## config.mk

```make
export PLATFORM = sky130hd
export DESIGN_NAME = prim_fifo_burst_rd
export DESIGN_NICKNAME = d
export VERILOG_FILES = /design/src/rtl/prim_fifo_burst_rd_pkg.sv /design/src/rtl/prim_fifo_burst_rd.sv
export SDC_FILE = /design/constraint.sdc
export NUM_CORES = 1
export LEC_CHECK = 0
export CAP_MARGIN = 25
export CORE_MARGIN = 2
export CORE_UTILIZATION = 55
export CTS_CLUSTER_DIAMETER = 60
export DETAILED_ROUTE_END_ITERATION = 16
export DONT_BUFFER_PORTS = 1
export GPL_TIMING_DRIVEN = 0
export PLACE_DENSITY = 0.76
export SKIP_LAST_GASP = 1
export SLEW_MARGIN = 10
export SYNTH_ARGS = -nofsm -noshare
export SYNTH_HDL_FRONTEND = slang
export SYNTH_SLANG_ARGS = --single-unit
```

## constraint.sdc

```tcl
create_clock -name clk_i -period 2.2 [get_ports clk_i]
set_clock_uncertainty 0.15 [all_clocks]
set_input_delay 0.44 -clock clk_i [delete_from_list [all_inputs] [get_ports clk_i]]
set_output_delay 0.44 -clock clk_i [all_outputs]
set_load 0.02 [all_outputs]
```

## src/rtl/prim_fifo_burst_rd_pkg.sv

```systemverilog
// Shared types and constants for prim_fifo_burst_rd.
//   state_e : read-side sequencer states (IDLE, BURST, DRAIN)
//   TimerW  : width of the partial-burst flush timer
package prim_fifo_burst_rd_pkg;

    typedef enum logic [1:0] {
        IDLE  = 2'd0,
        BURST = 2'd1,
        DRAIN = 2'd2
    } state_e;

    localparam int unsigned TimerW = 8;

endpackage

```

## src/rtl/prim_fifo_burst_rd.sv

```systemverilog
// prim_fifo_burst_rd -- burst reader sitting on the read side of a FIFO.
// Waits until the FIFO holds BurstLen words, then pops exactly that many
// words back to back into a one-entry output register, marking the first
// and last beat of each burst. A new burst only starts after the previous
// last beat has been accepted downstream.
//
// Optional feature (macro PRIM_FIFO_BURST_RD_TIMEOUT_EN): when the FIFO
// holds some but fewer than BurstLen words for TimeoutCycles cycles, a
// short burst of the current occupancy is flushed out.
//
// Ports:
//   clk_i          clock
//   rst_ni         asynchronous active-low reset
//   fifo_rvalid_i  FIFO has data at its head
//   fifo_rready_o  pop strobe to the FIFO (combinational)
//   fifo_rdata_i   FIFO head word
//   fifo_rdepth_i  FIFO occupancy
//   out_valid_o    downstream word valid
//   out_ready_i    downstream accept
//   out_data_o     downstream word
//   out_first_o    first beat of a burst
//   out_last_o     last beat of a burst
//   busy_o         sequencer is not idle
module prim_fifo_burst_rd
    import prim_fifo_burst_rd_pkg::*;
#(
    parameter int Width         = 16,
    parameter int Depth         = 3,
    parameter int DepthW        = $clog2(Depth + 1),
    parameter int BurstLen      = 2,
    parameter int TimeoutCycles = 8
) (
    input  logic              clk_i,
    input  logic              rst_ni,
    input  logic              fifo_rvalid_i,
    output logic              fifo_rready_o,
    input  logic [Width-1:0]  fifo_rdata_i,
    input  logic [DepthW-1:0] fifo_rdepth_i,
    output logic              out_valid_o,
    input  logic              out_ready_i,
    output logic [Width-1:0]  out_data_o,
    output logic              out_first_o,
    output logic              out_last_o,
    output logic              busy_o
);

    localparam logic [DepthW-1:0] BurstThresh = DepthW'(BurstLen);

    state_e            state_reg, state_next;
    // Remaining beats to pop in the current burst; loaded with the burst
    // length on entry to BURST.
    logic [DepthW-1:0] beats_reg, beats_next;
    // Set on burst entry, cleared by the first pop: tags that beat as first.
    logic              first_pend_reg, first_pend_next;

    logic              out_valid_reg, out_valid_next;
    logic [Width-1:0]  out_data_reg, out_data_next;
    logic              out_first_reg, out_first_next;
    logic              out_last_reg, out_last_next;

    logic              pop;
    logic              accept;
    logic              threshold_hit;
    logic              timeout_hit;

    // A pop needs a free output slot: either the register is empty or its
    // word leaves this same cycle, which keeps bursts bubble-free.
    assign pop    = (state_reg == BURST) & fifo_rvalid_i & (beats_reg != '0) &
                    (~out_valid_reg | out_ready_i);
    assign accept = out_valid_reg & out_ready_i;

    assign threshold_hit = (fifo_rdepth_i >= BurstThresh);

`ifdef PRIM_FIFO_BURST_RD_TIMEOUT_EN
    logic [TimerW-1:0] timer_reg, timer_next;
    logic              partial;

    // Counting runs only while idle with a partial burst waiting; any other
    // situation (empty FIFO, full threshold, not IDLE) holds it at zero.
    assign partial     = (state_reg == IDLE) & (fifo_rdepth_i != '0) & ~threshold_hit;
    // The timer value equals the number of cycles already counted, so the
    // flush fires on the TimeoutCycles-th counting cycle.
    assign timeout_hit = partial & (timer_reg == TimerW'(TimeoutCycles - 1));

    always_comb begin
        timer_next = '0;
        if (partial && !timeout_hit) begin
            timer_next = timer_reg + TimerW'(1);
        end
    end

    always_ff @(posedge clk_i or negedge rst_ni) begin
        if (!rst_ni) begin
            timer_reg <= '0;
        end else begin
            timer_reg <= timer_next;
        end
    end
`else
    assign timeout_hit = 1'b0;
`endif

    always_comb begin
        state_next      = state_reg;
        beats_next      = beats_reg;
        first_pend_next = first_pend_reg;
        out_valid_next  = out_valid_reg;
        out_data_next   = out_data_reg;
        out_first_next  = out_first_reg;
        out_last_next   = out_last_reg;

        case (state_reg)
            IDLE: begin
                // Threshold entry wins over a timeout in the same cycle.
                if (threshold_hit) begin
                    state_next      = BURST;
                    beats_next      = BurstThresh;
                    first_pend_next = 1'b1;
                end else if (timeout_hit) begin
                    state_next      = BURST;
                    beats_next      = fifo_rdepth_i;
                    first_pend_next = 1'b1;
                end
            end
            BURST: begin
                if (pop) begin
                    beats_next      = beats_reg - DepthW'(1);
                    first_pend_next = 1'b0;
                    if (beats_reg == DepthW'(1)) begin
                        state_next = DRAIN;
                    end
                end
            end
            DRAIN: begin
                if (accept) begin
                    state_next = IDLE;
                end
            end
            default: begin
                state_next = IDLE;
            end
        endcase

        if (pop) begin
            out_valid_next = 1'b1;
            out_data_next  = fifo_rdata_i;
            out_first_next = first_pend_reg;
            out_last_next  = (beats_reg == DepthW'(1));
        end else if (accept) begin
            out_valid_next = 1'b0;
        end
    end

    always_ff @(posedge clk_i or negedge rst_ni) begin
        if (!rst_ni) begin
            state_reg      <= IDLE;
            beats_reg      <= '0;
            first_pend_reg <= 1'b0;
            out_valid_reg  <= 1'b0;
            out_data_reg   <= '0;
            out_first_reg  <= 1'b0;
            out_last_reg   <= 1'b0;
        end else begin
            state_reg      <= state_next;
            beats_reg      <= beats_next;
            first_pend_reg <= first_pend_next;
            out_valid_reg  <= out_valid_next;
            out_data_reg   <= out_data_next;
            out_first_reg  <= out_first_next;
            out_last_reg   <= out_last_next;
        end
    end

    assign fifo_rready_o = pop;
    assign out_valid_o   = out_valid_reg;
    assign out_data_o    = out_data_reg;
    assign out_first_o   = out_first_reg;
    assign out_last_o    = out_last_reg;
    assign busy_o        = (state_reg != IDLE);

endmodule
```

## Word level (Yosys, flattened, before mapping)

Index checks and enable logic that the tools add are counted.

| storage, ports and cells | value |
|---|---|
| bits of input ports | 22 |
| output and inout port bits | 21 |
| register bits | 24 |
| logic and storage cells | 42 |

| operators by class | value |
|---|---|
| reductions and logical operators | 7 |
| add/sub/neg operators | 1 |
| mux-type cells | 13 |
| magnitude comparators | 1 |
| bitwise logic cells | 6 |
| equality and inequality tests | 7 |

Operators by type and width:

| cell | count |
|---|---|
| 2-bit two-way mux | 6 |
| 2-bit nonzero test | 4 |
| 2-bit != test, second input constant | 3 |
| 2-bit one-hot mux with 3 select lines | 1 |
| 1-bit AND | 4 |
| 2-bit by 1-bit equality test with 1-bit output, second input constant | 2 |
| 1-bit two-way mux | 4 |
| 2-bit one-hot mux with 2 select lines | 1 |
| 4-bit AND reduction | 1 |
| 3-bit AND reduction | 1 |
| 2-bit equality test, second input constant | 1 |
| 2-bit >= comparator, second input constant | 1 |
| 2-bit logical NOT | 1 |
| 2-bit by 1-bit != test with 1-bit output, second input constant | 1 |
| 1-bit one-hot mux with 2 select lines | 1 |
| 2-bit by 1-bit subtractor with 2-bit output, second input constant | 1 |
| 1-bit inverter | 1 |
| 1-bit OR | 1 |

## Depth between registers and ports, before layout

| logic depth | value |
|---|---|
| word-level depth | 6 |
| gate-level depth with buffers | 8 |
| depth with buffers taken out | 6 |

## Least setup slack after synthesis

No wires, ideal clock.

| timing path | value |
|---|---|
| path kind | register to output |
| start point | register beats_reg[0] |
| end point | output fifo_rready_o |
| stages on the path, launching flop included | 8 |
| path slack | 0.359 ns |
| required time | 1.610 ns |
| arrival time | 1.251 ns |
| path buffers | 2 |
| path through | dfrtp_1 > inv_1 > ha_1 > nand4bb_1 > nand2b_1 > buf_6 > inv_8 > buf_12 |

| between the ends | value |
|---|---|
| longest elaborated chain between the ends | 3 |

Ends and longest elaborated chain:

| what | line | text |
|---|---|---|
| from (decl) | prim_fifo_burst_rd.sv:52 | `logic [DepthW-1:0] beats_reg, beats_next;` |
| from (signal assigned) | prim_fifo_burst_rd.sv:165 | `beats_reg <= beats_next;` |
| 2-bit nonzero test | prim_fifo_burst_rd.sv:68 | `assign pop = (state_reg == BURST) & fifo_rvalid_i & (beats_reg != '0) &` |
| 1-bit AND (2 in series) | prim_fifo_burst_rd.sv:68 |  |
| to (decl) | prim_fifo_burst_rd.sv:36 | `output logic fifo_rready_o,` |

Every way passes these cells.

## Final worst setup path

| timing path | value |
|---|---|
| start point | register beats_reg[1] |
| end point | output fifo_rready_o |

The elaborated chain is that of the path after synthesis.

==> impl_metrics.xml <==
<?xml version="1.0" encoding="UTF-8"?>
<metrics>
  <group name="status">
    <metric name="outcome" unit="">complete, no violations</metric>
  </group>
  <group name="die">
    <metric name="core_area" unit="um2">1750</metric>
    <metric name="design.die.area" unit="um2">2220</metric>
    <metric name="floorplan.io_pins" unit="">43</metric>
    <metric name="die_height" unit="um">47.1</metric>
    <metric name="rows" unit="">15</metric>
    <metric name="initial_utilization" unit="%">58.6</metric>
    <metric name="die_width" unit="um">47.1</metric>
  </group>
  <group name="finish">
    <metric name="layout.cells.non_filler" unit="">104</metric>
    <metric name="layout.nets" unit="">104</metric>
    <metric name="layout_stage_area_growth_over_the_synthesis_result" unit="%">19.4</metric>
    <metric name="filler_cell_count" unit="">123</metric>
    <metric name="antenna_cells_inserted" unit="">0</metric>
    <metric name="largest_register_ffs" unit="">16</metric>
    <metric name="final_layout_size_suffix_gt1_share" unit="%">53.2</metric>
  </group>
  <group name="global_route">
    <metric name="grt_first_pass_wirelength" unit="um">2550</metric>
    <metric name="globalRouteOverflowTotal" unit="">0</metric>
    <metric name="grt_start_max_net_pins" unit="">25</metric>
    <metric name="grt_pass1_vias" unit="">572</metric>
    <metric name="initial_antenna_violation_count" unit="">0</metric>
    <metric name="grt_usage" unit="%">17.4</metric>
  </group>
  <group name="critical_path">
    <metric name="worst-endpoint-arrival" unit="ns">1.51</metric>
    <metric name="end_kind" unit="">output pin</metric>
    <metric name="timing.critical_path.from_type" unit="">register</metric>
    <metric name="critPathRequiredTime" unit="ns">1.61</metric>
    <metric name="crit_fanout" unit="">5</metric>
    <metric name="worst-setup-path-type" unit="">reg2out</metric>
  </group>
  <group name="cts">
    <metric name="clock_latency_at_the_later_pin_of_the_worst_skew_pair" unit="ns">0.30</metric>
    <metric name="clk_root_buffer_cell" unit="">sky130_fd_sc_hd__clkbuf_4</metric>
    <metric name="tritoncts" unit="">done</metric>
    <metric name="clock_pin_slew_reported_for_the_worst_setup_and_hold_paths_after_clock_tree_synthesis" unit="ns">0.12</metric>
    <metric name="cts_max_level" unit="">1</metric>
    <metric name="cts.path.max_buffers" unit="">2</metric>
    <metric name="cts-buffers-inserted" unit="">3</metric>
    <metric name="cts.sinks" unit="">24</metric>
  </group>
  <group name="routing">
    <metric name="avgRoutedWirePerCell" unit="um">16.9</metric>
    <metric name="drc_violation_count_after_routing" unit="">0</metric>
    <metric name="routed_wirelength" unit="um">1760</metric>
    <metric name="number_of_detailed_routing_iterations_run_before_antenna_repair" unit="">4</metric>
    <metric name="final_antenna_net_count" unit="">0</metric>
    <metric name="dr_total_vias" unit="">572</metric>
    <metric name="via_per_inst" unit="">5.50</metric>
    <metric name="drtIter0Drc" unit="">11</metric>
  </group>
  <group name="power_and_ir_drop">
    <metric name="switchingPower" unit="uW">779</metric>
    <metric name="intPower" unit="uW">1280</metric>
    <metric name="power.clock.fraction" unit="%">10.7</metric>
    <metric name="share_of_total_power_in_sequential_cells" unit="%">50.2</metric>
    <metric name="combPwrFrac" unit="%">39.1</metric>
    <metric name="worst_voltage_drop_across_the_vdd_grid" unit="V">0.000973</metric>
    <metric name="p_sw_share" unit="%">37.8</metric>
    <metric name="p_per_area" unit="nW/um2">1690</metric>
    <metric name="power.static_leakage" unit="uW">0.000572</metric>
  </group>
  <group name="job">
    <metric name="cap_viol_max_count" unit="">0</metric>
  </group>
  <group name="sta">
    <metric name="number_of_failing_hold_endpoints_at_the_final_stage" unit="">0</metric>
    <metric name="period_share" unit="%">95.3</metric>
    <metric name="setup_tns" unit="ns">0</metric>
    <metric name="period_minus_slack" unit="ns">2.10</metric>
    <metric name="slew_violations" unit="">0</metric>
    <metric name="rsz0062_at_grt" unit="">no</metric>
    <metric name="maxClockFrequency" unit="MHz">477</metric>
    <metric name="timing.final.setup_violations" unit="">0</metric>
    <metric name="max_slew_margin" unit="%">70.6</metric>
    <metric name="max_slew.worst_pin.slew" unit="ns">0.439</metric>
  </group>
  <group name="synth">
    <metric name="ys_warn_count" unit="">0</metric>
    <metric name="syn-mean-instance-area" unit="um2">15.5</metric>
    <metric name="synth_enable_flop_cells" unit="">0</metric>
    <metric name="synth_cell_types" unit="">20</metric>
    <metric name="synth.cell_area" unit="um2">1020</metric>
    <metric name="async_flop_share" unit="%">100</metric>
    <metric name="yosys_register_bits" unit="">24</metric>
    <metric name="dominantRegCellSynth" unit="">sky130_fd_sc_hd__dfrtp_1</metric>
    <metric name="ys_seq_area_share" unit="%">58.7</metric>
    <metric name="syn_inst" unit="">66</metric>
    <metric name="postSynthNetCount" unit="">90</metric>
  </group>
  <group name="place">
    <metric name="place.gp.congestion" unit="">0.709</metric>
    <metric name="place.detailed.hpwl" unit="um">1150</metric>
    <metric name="dp.cells" unit="">91</metric>
    <metric name="io_buffers" unit="">0</metric>
  </group>
  <group name="worst_hold_path">
    <metric name="path_type_of_the_worst_min_delay_path" unit="">in2reg</metric>
  </group>
</metrics>
[synthesized netlist by cell type, types with 2 or more instances]
| library cell | n | share of area (%) |
|---|---|---|
| sky130_fd_sc_hd__dfrtp_1 | 24 | 59 |
| sky130_fd_sc_hd__inv_1 | 3 | 1.1 |
| sky130_fd_sc_hd__mux2_2 | 12 | 13 |
| sky130_fd_sc_hd__ha_1 | 2 | 2.4 |
| sky130_fd_sc_hd__nor2_1 | 3 | 1.1 |
| sky130_fd_sc_hd__mux2_4 | 7 | 10 |
| sky130_fd_sc_hd__nand2_1 | 2 | 0.73 |
[timing repair]
item / 4_1_cts / 5_1_grt
setup endpoints to repair: 1 / 4
hold buffers: 1 / 0
gates cloned: 1 / 0
endpoints found under the hold margin: 24 / 0
resized for setup: 1 / 4
setup buffers: 3 / 4
pin swaps: 1 / 1
[worst paths after layout]
| kind | depth (start not counted) | to | slack [ns] | start |
|---|---|---|---|---|
| setup / recovery | 6 | fifo_rready_o | 0.10 | beats_reg[1]$_DFFE_PN0P_ |
| hold / removal | 1 | out_data_o[6]$_DFFE_PN0P_ | 0.12 | fifo_rdata_i[6] |
| setup reg to reg | 8 | out_data_o[7]$_DFFE_PN0P_ | 0.11 | beats_reg[1]$_DFFE_PN0P_ |
| hold reg to reg | 1 | first_pend_reg$_DFFE_PN0P_ | 0.35 | first_pend_reg$_DFFE_PN0P_ |
| max in group asynchronous | 2 | out_first_o$_DFFE_PN0P_ | 1.08 | rst_ni |
| min in group asynchronous | 1 | state_reg[1]$_DFFE_PN0P_ | 0.35 | rst_ni |
[cell families (layout without fill, tap and decap cells)]
| kind of cell | Yosys count | after routing | share of synthesized area, % |
|---|---|---|---|
| fa+ha+maj | 2 | 2 | 2.44 |
| flops | 24 | 24 | 58.7 |
| mux | 20 | 20 | 24.4 |
| compound gates | 3 | 3 | 2.57 |
| simple gates | 11 | 11 | 6.60 |
| buf+inv | 6 | 19 | 5.26 |
[cell type report]
cell class | count | area [um2] | area share, %
Tap cell | 25 | 31.3 | 2.56
Multi-Input combinational cell | 36 | 405 | 33.2
Buffer | 1 | 20.0 | 1.64
Inverter | 4 | 22.5 | 1.84
Timing Repair Buffer | 10 | 106 | 8.70
Clock buffer | 4 | 36.3 | 2.97
Sequential cell | 24 | 601 | 49.1
[power by group through the flow]
stage	Clock, uW	Combinational, uW	Sequential (uW)
3_3_place_gp	0	602	1030
2_1_floorplan	0	554	998
3_5_place_dp	0	622	1040
4_1_cts	231	749	1030
6_report	220	807	1040
5_1_grt	249	874	1070
[placed cells by master, fill, tap and decap left out, types with 2 or more instances in the layout]
cell	n
sky130_fd_sc_hd__clkbuf_4	3
sky130_fd_sc_hd__mux2_2	12
sky130_fd_sc_hd__buf_4	7
sky130_fd_sc_hd__dfrtp_1	24
sky130_fd_sc_hd__nand2_1	2
sky130_fd_sc_hd__nor2_1	3
sky130_fd_sc_hd__mux2_4	7
sky130_fd_sc_hd__inv_1	2
[worst max-delay path: stages, from the launching register on]
cell and delay, ns:
sky130_fd_sc_hd__dfrtp_1 0.37, sky130_fd_sc_hd__inv_1 0.08, sky130_fd_sc_hd__ha_4 0.15, sky130_fd_sc_hd__nand4bb_4 0.21, sky130_fd_sc_hd__nand2b_4 0.20, sky130_fd_sc_hd__inv_8 0.07
sky130_fd_sc_hd__buf_12 0.12
[per-layer routing]
layer  part of all wire, %  up-vias  track usage [%]
li1                      -      254                -
met1                    39      281             20.0
met2                    53       35             30.7
met3                   7.1        2             6.15
met4                  0.68        0             5.00
met5                     0        -                0
[per-stage QoR]
step                      power [uW]  worst slack, ns  util [%]  hold slack (ns)  instance area [um2]
after global placement          1630            0.279      60.4         -0.00513                 1050
final                           2060            0.104      70.0            0.124                 1220
after global routing            2190           0.0167      70.0           0.0883                 1220
after detailed placement        1660            0.253      60.4         -0.00508                 1050
after CTS                       2010          0.00471      66.7            0.108                 1160
after floorplan                 1550            0.359         -         -0.00559                 1020
No activity file was read; power rests on OpenSTA's default activity.
